--- config.mk ---
export PLATFORM = sky130hd
export DESIGN_NAME = pwm_peripheral_flat
export DESIGN_NICKNAME = d
export VERILOG_FILES = /design/src/rtl/pwm_pkg.sv /design/src/rtl/pwm_peripheral_if.sv /design/src/rtl/pwm_timebase.sv /design/src/rtl/pwm_peripheral.sv /design/src/flat_wrapper.sv
export SDC_FILE = /design/constraint.sdc
export NUM_CORES = 1
export LEC_CHECK = 0
export ABC_CLOCK_PERIOD_IN_PS = 2050
export BUFFER_PORTS_ARGS = -buffer_cell sky130_fd_sc_hd__buf_2
export CAP_MARGIN = 5
export CORE_ASPECT_RATIO = 0.8
export CORE_MARGIN = 3
export CORE_UTILIZATION = 33
export CTS_CLUSTER_SIZE = 30
export DETAILED_ROUTE_END_ITERATION = 6
export GPL_TIMING_DRIVEN = 0
export HOLD_SLACK_MARGIN = 0.02
export PLACE_DENSITY = 0.59
export SYNTH_ARGS = -nofsm -noshare
export SYNTH_HDL_FRONTEND = slang
export SYNTH_SLANG_ARGS = --single-unit
--- constraint.sdc ---
create_clock -name clk -period 2.05 [get_ports clk]
set_input_delay 0.41 -clock clk [delete_from_list [all_inputs] [get_ports clk]]
set_output_delay 0.41 -clock clk [all_outputs]
set_load 0.1 [all_outputs]
--- src/rtl/pwm_pkg.sv ---
// Shared constants and helpers for the PWM output block.
// Counter widths, duty encodings and output count.
package pwm_pkg;

  localparam int PWM_CNT_W = 8;
  localparam logic [PWM_CNT_W-1:0] PWM_CNT_MAX = 8'hFF;
  localparam logic [PWM_CNT_W-1:0] DUTY_FULL = 8'hFF;
  localparam int PRESCALE_DEFAULT = 13;
  localparam int NUM_OUT = 16;

  // Full-scale duty is forced high so 0xFF has no low step.
  function automatic logic pwm_level(
    input logic [PWM_CNT_W-1:0] cnt,
    input logic [PWM_CNT_W-1:0] duty
  );
    return (duty == DUTY_FULL) || (cnt < duty);
  endfunction

endpackage

--- src/rtl/pwm_peripheral_if.sv ---
// Configuration bundle from the SPI register file to the PWM block.
// master: register file (drives), slave: pwm_peripheral (samples).
interface pwm_peripheral_if;

  logic [7:0] en_reg_out_7_0;
  logic [7:0] en_reg_out_15_8;
  logic [7:0] en_reg_pwm_7_0;
  logic [7:0] en_reg_pwm_15_8;
  logic [7:0] pwm_duty_cycle;

  modport master (
    output en_reg_out_7_0,
    output en_reg_out_15_8,
    output en_reg_pwm_7_0,
    output en_reg_pwm_15_8,
    output pwm_duty_cycle
  );

  modport slave (
    input en_reg_out_7_0,
    input en_reg_out_15_8,
    input en_reg_pwm_7_0,
    input en_reg_pwm_15_8,
    input pwm_duty_cycle
  );

endinterface

--- src/rtl/pwm_timebase.sv ---
// Prescaler plus 8-bit PWM step counter.
// Ports: clk, rst (async, low) in; tick, pwm_cnt, period_end out.
module pwm_timebase
  import pwm_pkg::*;
#(
  parameter int PRESCALE   = PRESCALE_DEFAULT,
  parameter int PRESCALE_W = 16
) (
  input  logic                 clk,
  input  logic                 rst,
  output logic                 tick,
  output logic [PWM_CNT_W-1:0] pwm_cnt,
  output logic                 period_end
);

  localparam logic [PRESCALE_W-1:0] PRE_LAST =
    PRESCALE_W'(PRESCALE - 1);

  logic [PRESCALE_W-1:0] presc;

  // PRESCALE=1 pins presc at 0, so tick is constant high.
  assign tick = (presc == PRE_LAST);
  assign period_end = tick && (pwm_cnt == PWM_CNT_MAX);

  always_ff @(posedge clk or negedge rst) begin
    if (!rst) begin
      presc   <= '0;
      pwm_cnt <= '0;
    end else begin
      if (tick) begin
        presc   <= '0;
        pwm_cnt <= pwm_cnt + 1'b1;
      end else begin
        presc   <= presc + 1'b1;
      end
    end
  end

endmodule

--- src/rtl/pwm_peripheral.sv ---
// 16 user outputs: forced low, static high or shared 8-bit PWM.
// Ports: clk, rst (async, low), cfg (slave), out[15:0], period_start.
// Build option PWM_SHADOW_EN: duty only reloads at period boundary.
module pwm_peripheral
  import pwm_pkg::*;
#(
  parameter int PRESCALE   = PRESCALE_DEFAULT,
  parameter int PRESCALE_W = 16
) (
  input  logic               clk,
  input  logic               rst,
  pwm_peripheral_if.slave    cfg,
  output logic [NUM_OUT-1:0] out,
  output logic               period_start
);

  logic                 tick_unused;
  logic [PWM_CNT_W-1:0] pwm_cnt;
  logic                 period_end;
  logic [PWM_CNT_W-1:0] duty_cmp;
  logic                 pwm_raw;
  logic [NUM_OUT-1:0]   en_out;
  logic [NUM_OUT-1:0]   en_pwm;
  logic [NUM_OUT-1:0]   out_nxt;

  pwm_timebase #(
    .PRESCALE   (PRESCALE),
    .PRESCALE_W (PRESCALE_W)
  ) u_timebase (
    .clk        (clk),
    .rst        (rst),
    .tick       (tick_unused),
    .pwm_cnt    (pwm_cnt),
    .period_end (period_end)
  );

  assign en_out = {cfg.en_reg_out_15_8, cfg.en_reg_out_7_0};
  assign en_pwm = {cfg.en_reg_pwm_15_8, cfg.en_reg_pwm_7_0};

`ifdef PWM_SHADOW_EN
  logic [PWM_CNT_W-1:0] duty_active;

  // Reload only at the wrap so a period is never cut short.
  always_ff @(posedge clk or negedge rst) begin
    if (!rst) begin
      duty_active <= '0;
    end else if (period_end) begin
      duty_active <= cfg.pwm_duty_cycle;
    end
  end

  assign duty_cmp = duty_active;
`else
  assign duty_cmp = cfg.pwm_duty_cycle;
`endif

  assign pwm_raw = pwm_level(pwm_cnt, duty_cmp);

  always_comb begin
    out_nxt = '0;
    for (int i = 0; i < NUM_OUT; i++) begin
      unique case (1'b1)
        !en_out[i]:
          out_nxt[i] = 1'b0;
        en_out[i] && !en_pwm[i]:
          out_nxt[i] = 1'b1;
        en_out[i] && en_pwm[i]:
          out_nxt[i] = pwm_raw;
        default:
          out_nxt[i] = 1'b0;
      endcase
    end
  end

  always_ff @(posedge clk or negedge rst) begin
    if (!rst) begin
      out          <= '0;
      period_start <= 1'b0;
    end else begin
      out          <= out_nxt;
      period_start <= period_end;
    end
  end

endmodule

--- src/flat_wrapper.sv ---
// flat-port wrapper written by rule: the top's interface ports become plain ports
module pwm_peripheral_flat import pwm_pkg::*;
#(
  parameter int PRESCALE   = PRESCALE_DEFAULT,
  parameter int PRESCALE_W = 16
)
  (clk, rst, out, period_start, cfg_en_reg_out_7_0, cfg_en_reg_out_15_8, cfg_en_reg_pwm_7_0, cfg_en_reg_pwm_15_8, cfg_pwm_duty_cycle);
  pwm_peripheral_if cfg_i ();
  input  logic clk;
  input  logic rst;
  output logic [NUM_OUT-1:0] out;
  output logic period_start;
  input wire logic [$bits(cfg_i.en_reg_out_7_0)-1:0] cfg_en_reg_out_7_0;
  input wire logic [$bits(cfg_i.en_reg_out_15_8)-1:0] cfg_en_reg_out_15_8;
  input wire logic [$bits(cfg_i.en_reg_pwm_7_0)-1:0] cfg_en_reg_pwm_7_0;
  input wire logic [$bits(cfg_i.en_reg_pwm_15_8)-1:0] cfg_en_reg_pwm_15_8;
  input wire logic [$bits(cfg_i.pwm_duty_cycle)-1:0] cfg_pwm_duty_cycle;
  assign cfg_i.en_reg_out_7_0 = cfg_en_reg_out_7_0;
  assign cfg_i.en_reg_out_15_8 = cfg_en_reg_out_15_8;
  assign cfg_i.en_reg_pwm_7_0 = cfg_en_reg_pwm_7_0;
  assign cfg_i.en_reg_pwm_15_8 = cfg_en_reg_pwm_15_8;
  assign cfg_i.pwm_duty_cycle = cfg_pwm_duty_cycle;
  pwm_peripheral #(.PRESCALE(PRESCALE), .PRESCALE_W(PRESCALE_W)) u_core (.clk(clk), .rst(rst), .cfg(cfg_i), .out(out), .period_start(period_start));
endmodule
# == After elaboration in Yosys (flattened, before gate mapping) ==
# Cells that the tools add are included.
# totals
mem_bits_ro,0
ff_bits,41
mem_bits_rw,0
out_inout_bits,17
latchBits,0
mem_count,0
word_cells,77
input_bits,42
# classes
n_div,0
n_addsub,2
shift,0
eq_ne,3
bitwise_logic,0
n_reduce_logical,50
order_cmp,1
n_mux,17
mul,0
# op_table
op,n
1-bit logical AND,33
1-bit case mux with 2 select lines,16
"16-bit by 1-bit adder with 16-bit output, second input constant",1
"16-bit by 4-bit == test with 1-bit output, second input constant",1
"8-bit == test, second input constant",2
1-bit logical NOT,16
16-bit two-way mux,1
"8-bit by 1-bit adder with 8-bit output, second input constant",1
8-bit < comparator,1
1-bit logical OR,1

# == Depth between registers and ports, before layout ==
# Gate-level depths: netlist (run 1).
# logic_depth
depth_word,3
ltp_mapped,7

# == By module ==
# A second synthesis (run 1) with hierarchy kept.
# unflattened
hier_cells,158
area_unflattened_um2,1950.6
# modules_own_cells
mod,area_per_inst_um2,cells_per_inst,seq_area_each_um2,instances
pwm_timebase,1109.8,97,600.6,1
pwm_peripheral,840.8,61,425.4,1

# == Worst setup path before layout (run 1) ==
# Ideal clock, no wire load.
# synth_path
kind,in2reg
from,input port cfg_pwm_duty_cycle[3]
to,register u_core.out[11]
arrival_ps,1500
slack_ps,428
setup_time_ps,122
n_path_buf,1
cell_stages,7
cell_sequence,inv_1 ha_1 o21a_1 o22ai_1 o32ai_4 buf_6 a21boi_2
# synth_via
elab_chain_len,3
word_cells_on_any_way,4
classes_between,order compare: 1; eq/ne: 1; mux: 1; reduce/logical: 1
# synth_lines
element,line,source
start: declaration,flat_wrapper.sv:17,input wire logic [$bits(cfg_i.pwm_duty_cycle)-1:0] cfg_pwm_duty_cycle;
8-bit < comparator / 8-bit == test (equally long branches),pwm_pkg.sv:16,return (duty == DUTY_FULL) || (cnt < duty);
1-bit logical OR (*),pwm_pkg.sv:16,
1-bit case mux with 2 select lines (*),pwm_peripheral.sv:62,unique case (1'b1)
named net u_core.out_nxt[11],pwm_peripheral.sv:24,logic [NUM_OUT-1:0] out_nxt;
end signal: assignment,pwm_peripheral.sv:80,out <= out_nxt;
end: declaration,pwm_peripheral.sv:13,"output logic [NUM_OUT-1:0] out,"
# The timed path passes the listed nets; every way through them passes the cells marked *.
# A chain may end at the register's enable or synchronous reset.

# == Worst setup path in the final report (run 1) ==
# layout_path
from,register u_core.u_timebase.pwm_cnt[3]
to,register u_core.out[11]
# layout_via
elab_chain_len,3
# layout_lines
element,line,source
start: declaration,pwm_timebase.sv:12,"output logic [PWM_CNT_W-1:0] pwm_cnt,"
start signal: assignment,pwm_timebase.sv:32,pwm_cnt <= pwm_cnt + 1'b1;
8-bit < comparator,pwm_pkg.sv:16,
1-bit logical OR,pwm_pkg.sv:16,
1-bit case mux with 2 select lines,pwm_peripheral.sv:62,
named net u_core.out_nxt[11],pwm_peripheral.sv:24,
# The timed path passes the listed nets, and every way through them passes these cells.

==> summary.md, run 1 <==
* status: completed
* Critical Setup Path Class: flip-flop to flip-flop
* data required time of the critical path: 2.24 ns
* Seq/Total Area, Yosys: 0.537
* number of instances resized during post-cts repair: 0
* TritonCTS clock tree: done
* Total Routed Length: 3580 um
* most used standard cells in the synthesized netlist: dfrtp_1 (41), xnor2_1 (16)
* share of cells above drive strength 1: 0.373
* Die Span Y: 74.0 um
* Post-Syn Area: 0.00191 mm2
* total clock buffers created by CTS: 5
* sum of routed wire segments on met1: 1700 um
* critical path startpoint category: flip-flop
* Hold Violations, Final: 0
* overflow left after global routing: 0
* maximum number of pins on one net before global-route repair: 42
* starting DRC count in detailed routing: 33
* GPL Wtd Cong: 0.748
* Initial Utilization: 0.346
* worst min path class: primary input to async pin
* FP Rows: 24
* total die area: 0.00674 mm2
* H-tree levels: 2
* setup slack at placement: 0.179 ns
* number of optimization iterations in the first detailed-route pass: 4
* number of max-capacitance violations reported: 0
* core footprint: 0.00553 mm2
* Max Clock Skew: 0.00258 ns
* Final Max Tran Viols: 0
* commonest register cell after synthesis: dfrtp_1
* maximum achievable frequency: 0.567 GHz
* number of fill cells: 541
* power density over cell area: 709 mW/mm2
* share of synthesized flip-flops with an asynchronous set or reset: 1.00
* clock root buffer master: clkbuf_8
* Synth area leader: dfrtp_1
* syn_area_per_cell: 12.4 um2
* antenna diode count: 0
* CTS clk-pin slew, worst paths: 0.08 ns
* largest driver fanout on the critical path: 10
* detailed-route wire length per cell: 12.0 um
* Data arrival, critical path: 1.95 ns
* portion of the clock cycle consumed by the worst path in the final layout: 0.861
* count of distinct cell types in the synthesized netlist: 27
* number of synthesized flops with an enable pin: 0
* Post-Synthesis Cells: 154
* total track usage: 0.118
* drc violations: 0
* final setup violation count: 0
* Buffers on Ports: 58
* Slew @ Worst Pin: 0.907 ns
* hold buffer count at CTS: 0
* highest ir drop seen on vdd: 374 uV
* Setup Fix Bufs, Post-CTS: 0
* hpwl dp: 2800 um
* RSZ-0062 raised after global routing: false
* antenna violation net count after detailed routing: 0
* area taken by multi-input logic gates: 823 um2
* setup TNS: 0 ns
* clock buffer depth: 2
* Synthesized Nets: 206
* number of sinks driven by the clock tree: 41
* met2 layer wire length in the routed design: 1420 um
* highest metal layer with signal wires: met4
* setup slack of the critical path after layout: 0.285 ns
* endpoint kind of the worst setup timing path: flip-flop
* initial antenna violation count: 0
* flops & latches, synth: 41
* vias in the first global route: 1320
* met3 routed wirelength: 376 um
* final critical delay including setup and external delays: 1.76 ns
* library cell with the highest instance count after synthesis: dfrtp_1
* static power due to leakage: 0.00114 uW
* x dimension of the die: 91.0 um
* number of vias in the routed layout: 1341
* Synth top area share: 0.537
* relative max-transition margin: 0.396
* count of warnings emitted by yosys: 0
* Reg area: 0.00103 mm2
* signed area change from the synthesized netlist to the final layout: 26.1%
* # IOs: 59
* average via count per standard cell: 4.50
* clock latency of the later-clocked register in the worst-skew pair: 0.30 ns
* dominant cells by area after synthesis: dfrtp_1 (54%), xnor2_1 (7.3%), ha_1 (6.6%)
* Final #Nets: 271
* first-pass GRT wire length: 6110 um
[through the flow]
stage                      util  instances  area [um2]  hold slack [ns]  total power (uW)
after CTS                 0.436        298        2410            0.261              1730
after detailed placement  0.416        290        2300            0.480              1080
final                     0.436        298        2410            0.241              1710
after floorplan               -        154        1910            0.114              1000
after global routing      0.436        298        2410            0.256              1780
after global placement    0.416        290        2300            0.464              1080
[layer usage]
metal	track usage	vias to the layer above
met3	0.0526	8
met1	0.157	609
met2	0.159	59
met5	0	-
met4	0.0652	0
li1	-	665
[sequential cells by signal, indices dropped and copies added (netlist names)]
| signal | flops |
|---|---|
| u_core.u_timebase.pwm_cnt | 8 |
| u_core.u_timebase.presc | 16 |
| u_core.out | 16 |
| u_core.period_start | 1 |
[layout make-up]
class | instances | share of cell area
clock buffer | 6 | 0.0301
clock inverter | 2 | 0.0161
inverter | 10 | 0.0156
timing repair buffer | 58 | 0.121
multi-input combinational | 101 | 0.342
buffer | 2 | 0.00935
tap | 78 | 0.0405
sequential | 41 | 0.426
[power by group]
part	internal (uW)	total (uW)	switching [uW]	leakage [uW]
logic	58.5	235	176	0.000571
registers	824	828	3.90	0.000516
clock network	365	646	281	0.0000554
[path summary, 6_finish.rpt]
| path | from | to | slack, ns | cells past startpoint |
|---|---|---|---|---|
| worst max-delay path | u_core.u_timebase.pwm_cnt[3]$_DFFE_PN0N_ | u_core.out[11]$_DFF_PN0_ | 0.29 | 6 |
| worst min-delay path | rst | u_core.u_timebase.presc[13]$_DFF_PN0_ | 0.24 | 1 |
| worst max register to register | u_core.u_timebase.pwm_cnt[3]$_DFFE_PN0N_ | u_core.out[11]$_DFF_PN0_ | 0.29 | 6 |
| worst min register to register | u_core.u_timebase.presc[15]$_DFF_PN0_ | u_core.u_timebase.presc[15]$_DFF_PN0_ | 0.48 | 1 |
| max in group asynchronous | rst | u_core.u_timebase.presc[0]$_DFF_PN0_ | 1.25 | 1 |
| min in group clk | cfg_en_reg_pwm_7_0[4] | u_core.out[4]$_DFF_PN0_ | 0.27 | 2 |
[worst max-delay path: stages, from the launching register on]
cell and delay (ns):
dfrtp_1 0.46, ha_1 0.31, o21a_1 0.11, o22ai_1 0.10, o32ai_4 0.38, buf_6 0.22, a21boi_2 0.08
[cell usage in the layout, fill, tap and decap left out, types with 2 or more instances in the layout]
cell type / n
a21boi_0: 6
a21boi_2: 10
a21oi_1: 2
and3_1: 2
and4_1: 3
buf_2: 58
buf_6: 2
clkbuf_8: 5
dfrtp_1: 41
ha_1: 10
inv_1: 10
nand2_1: 7
nand3_1: 7
nand4_1: 10
nor2_1: 10
o21a_1: 2
xnor2_1: 16
xor2_1: 5
[logic make-up after synthesis]
family,after synthesis,share of synthesized area
simple gates,46,0.136
flops,41,0.537
compound gates,23,0.128
xor+xnor,21,0.0963
buf+inv,12,0.0315
fa+ha+maj,10,0.0655
mux,1,0.00590
(Power assumes the default switching activity.)
==> run 2: changes to the inputs <==
==> constraint.sdc (replaced) <==
create_clock -name clk -period 2.05 [get_ports clk]
set_input_delay 0.1025 -clock clk [delete_from_list [all_inputs] [get_ports clk]]
set_output_delay 0.1025 -clock clk [all_outputs]
set_load 0.1 [all_outputs]
==> run 2 against run 1 <==
Effect of this change:
- clock power barely moved
- global-route usage is 0.80 points higher
- critical path type unchanged
- highest routed layer unchanged
- final area up 7.1%
- clock-buffer cell count unchanged
- fmax shrank 0.56%
- first-iteration DRC count rose by 6.1%
- cell count is 5.7% higher
- power rose by 1.6%
- clock skew about the same
- largest power group unchanged
- sequential share of layout area shrank 2.8 points
==> summary.md, run 2 (synthesized netlist as in run 1, its figures left out) <==
* status: completed
* hpwl dp: 2800 um
* hold buffer count at CTS: 17
* Hold Violations, Final: 0
* highest-count cells in the layout ignoring fill and taps: buf_2 (58), dfrtp_1 (41), dlygate4sd3_1 (17), xnor2_1 (16)
* leading cell type in the layout, fill and taps excluded: buf_2
* core footprint: 0.00553 mm2
* endpoint kind of the worst setup timing path: flip-flop
* Buffers on Ports: 58
* Max Clock Skew: 0.00263 ns
* total die area: 0.00674 mm2
* critical path startpoint category: flip-flop
* hold-critical path endpoint: u_core.out[13]$_DFF_PN0_
* antenna violation net count after detailed routing: 0
* Largest regs: u_core.out (16), u_core.u_timebase.presc (16), u_core.u_timebase.pwm_cnt (8)
* average via count per standard cell: 4.49
* initial antenna violation count: 0
* cell depth of the worst flop-to-flop path: 6
* static power due to leakage: 0.00121 uW
* maximum achievable frequency: 0.563 GHz
* Placed Instance Area: 0.00230 mm2
* detailed-route wire length per cell: 12.2 um
* Final Instance Count excl. Fillers: 315
* power density over cell area: 673 mW/mm2
* x dimension of the die: 91.0 um
* Layout Cell Area excl Fill: 0.00258 mm2
* Final #Nets: 288
* share of cells above drive strength 1: 0.346
* final critical delay including setup and external delays: 1.77 ns
* final setup violation count: 0
* maximum number of pins on one net before global-route repair: 42
* clock root buffer master: clkbuf_8
* Initial Utilization: 0.346
* portion of the clock cycle consumed by the worst path in the final layout: 0.866
* Data arrival, critical path: 1.96 ns
* overflow left after global routing: 0
* flop2flop setup slack: 0.28 ns
* Die Span Y: 74.0 um
* number of sinks driven by the clock tree: 41
* signed area change from the synthesized netlist to the final layout: 35.1%
* Final Max Tran Viols: 0
* total clock buffers created by CTS: 5
* Hold Startpoint: cfg_en_reg_out_15_8[5]
* first-pass GRT wire length: 6560 um
* Setup Fix Bufs, Post-CTS: 0
* vias in the first global route: 1430
* antenna diode count: 0
* number of optimization iterations in the first detailed-route pass: 4
* launch point of the worst reg-to-reg path: u_core.u_timebase.pwm_cnt[3]$_DFFE_PN0N_
* largest driver fanout on the critical path: 10
* number of vias in the routed layout: 1415
* Critical Setup Path Class: flip-flop to flip-flop
* number of fill cells: 517
* setup TNS: 0 ns
* data required time of the critical path: 2.24 ns
* FP Rows: 24
* GPL Wtd Cong: 0.748
* clock latency of the later-clocked register in the worst-skew pair: 0.30 ns
* Core Util, Final: 0.467
* TritonCTS clock tree: done
* # IOs: 59
* number of instances resized during post-cts repair: 0
* relative max-transition margin: 0.395
* Total Routed Length: 3860 um
* worst min path class: primary input to flip-flop
* RSZ-0062 raised after global routing: false
* drc violations: 0
* Slew @ Worst Pin: 0.907 ns
* highest ir drop seen on vdd: 379 uV
* starting DRC count in detailed routing: 35
* H-tree levels: 2
* CTS clk-pin slew, worst paths: 0.08 ns
* number of max-capacitance violations reported: 0
* total track usage: 0.126
* placed cells: 290
* sum of internal, switching and leakage power: 1740 uW
* hold depth: 2
* worst reg2reg path endpoint: u_core.out[11]$_DFF_PN0_
* clock buffer depth: 2
## run 2: cell types whose count changed in the layout (fill, tap and decap cells not counted)
cell           change
dlygate4sd3_1     +17
## run 2: per-stage QoR
stage | hold slack [ns] | worst slack (ns)
finish | 0.0359 | 0.275
global route | 0.0262 | 0.149
CTS | 0.0264 | 0.260
detailed placement | 0.278 | 0.262
global placement | 0.274 | 0.284
floorplan | -0.193 | 0.440
## run 2: cell type report
class	count	area [um2]	share of cell area
Sequential cell	41	1030	0.398
Multi-Input combinational cell	101	823	0.319
Timing Repair Buffer	75	460	0.179
Tap cell	78	97.6	0.0378
Clock buffer	6	72.6	0.0281
Clock inverter	2	38.8	0.0150
Inverter	10	37.5	0.0146
Buffer	2	22.5	0.00873
## run 2: worst max-delay path, stage by stage (launching register included)
cell,delay (ns)
dfrtp_1,0.46
ha_1,0.31
o21a_1,0.11
o22ai_1,0.10
o32ai_4,0.39
buf_6,0.22
a21boi_2,0.08
## run 2: power breakdown
part,switching (uW),internal (uW),leakage [uW]
clock network,282,365,0.0000554
registers,3.88,824,0.000516
logic,181,79.6,0.000642
## run 2: routing by layer
| layer | wire length, um | vias up | track usage | share of wire |
|---|---|---|---|---|
| li1 | - | 698 | - | - |
| met1 | 1780 | 657 | 0.160 | 0.46 |
| met2 | 1640 | 52 | 0.183 | 0.42 |
| met3 | 352 | 8 | 0.0556 | 0.091 |
| met4 | 86 | 0 | 0.0652 | 0.022 |
| met5 | 0 | - | 0 | 0 |
## run 2: worst max-delay path by stage
stage	start	end	slack [ns]	depth (start not counted)
floorplan	u_core.u_timebase.pwm_cnt[2]$_DFFE_PN0N_	u_core.out[11]$_DFF_PN0_	0.44	6
global placement	u_core.u_timebase.pwm_cnt[2]$_DFFE_PN0N_	u_core.out[11]$_DFF_PN0_	0.28	6
detailed placement	u_core.u_timebase.pwm_cnt[3]$_DFFE_PN0N_	u_core.out[11]$_DFF_PN0_	0.26	6
CTS	u_core.u_timebase.pwm_cnt[2]$_DFFE_PN0N_	u_core.out[11]$_DFF_PN0_	0.26	6
global route	u_core.u_timebase.presc[0]$_DFF_PN0_	u_core.u_timebase.pwm_cnt[4]$_DFFE_PN0N_	0.15	7
finish	u_core.u_timebase.pwm_cnt[3]$_DFFE_PN0N_	u_core.out[11]$_DFF_PN0_	0.28	6
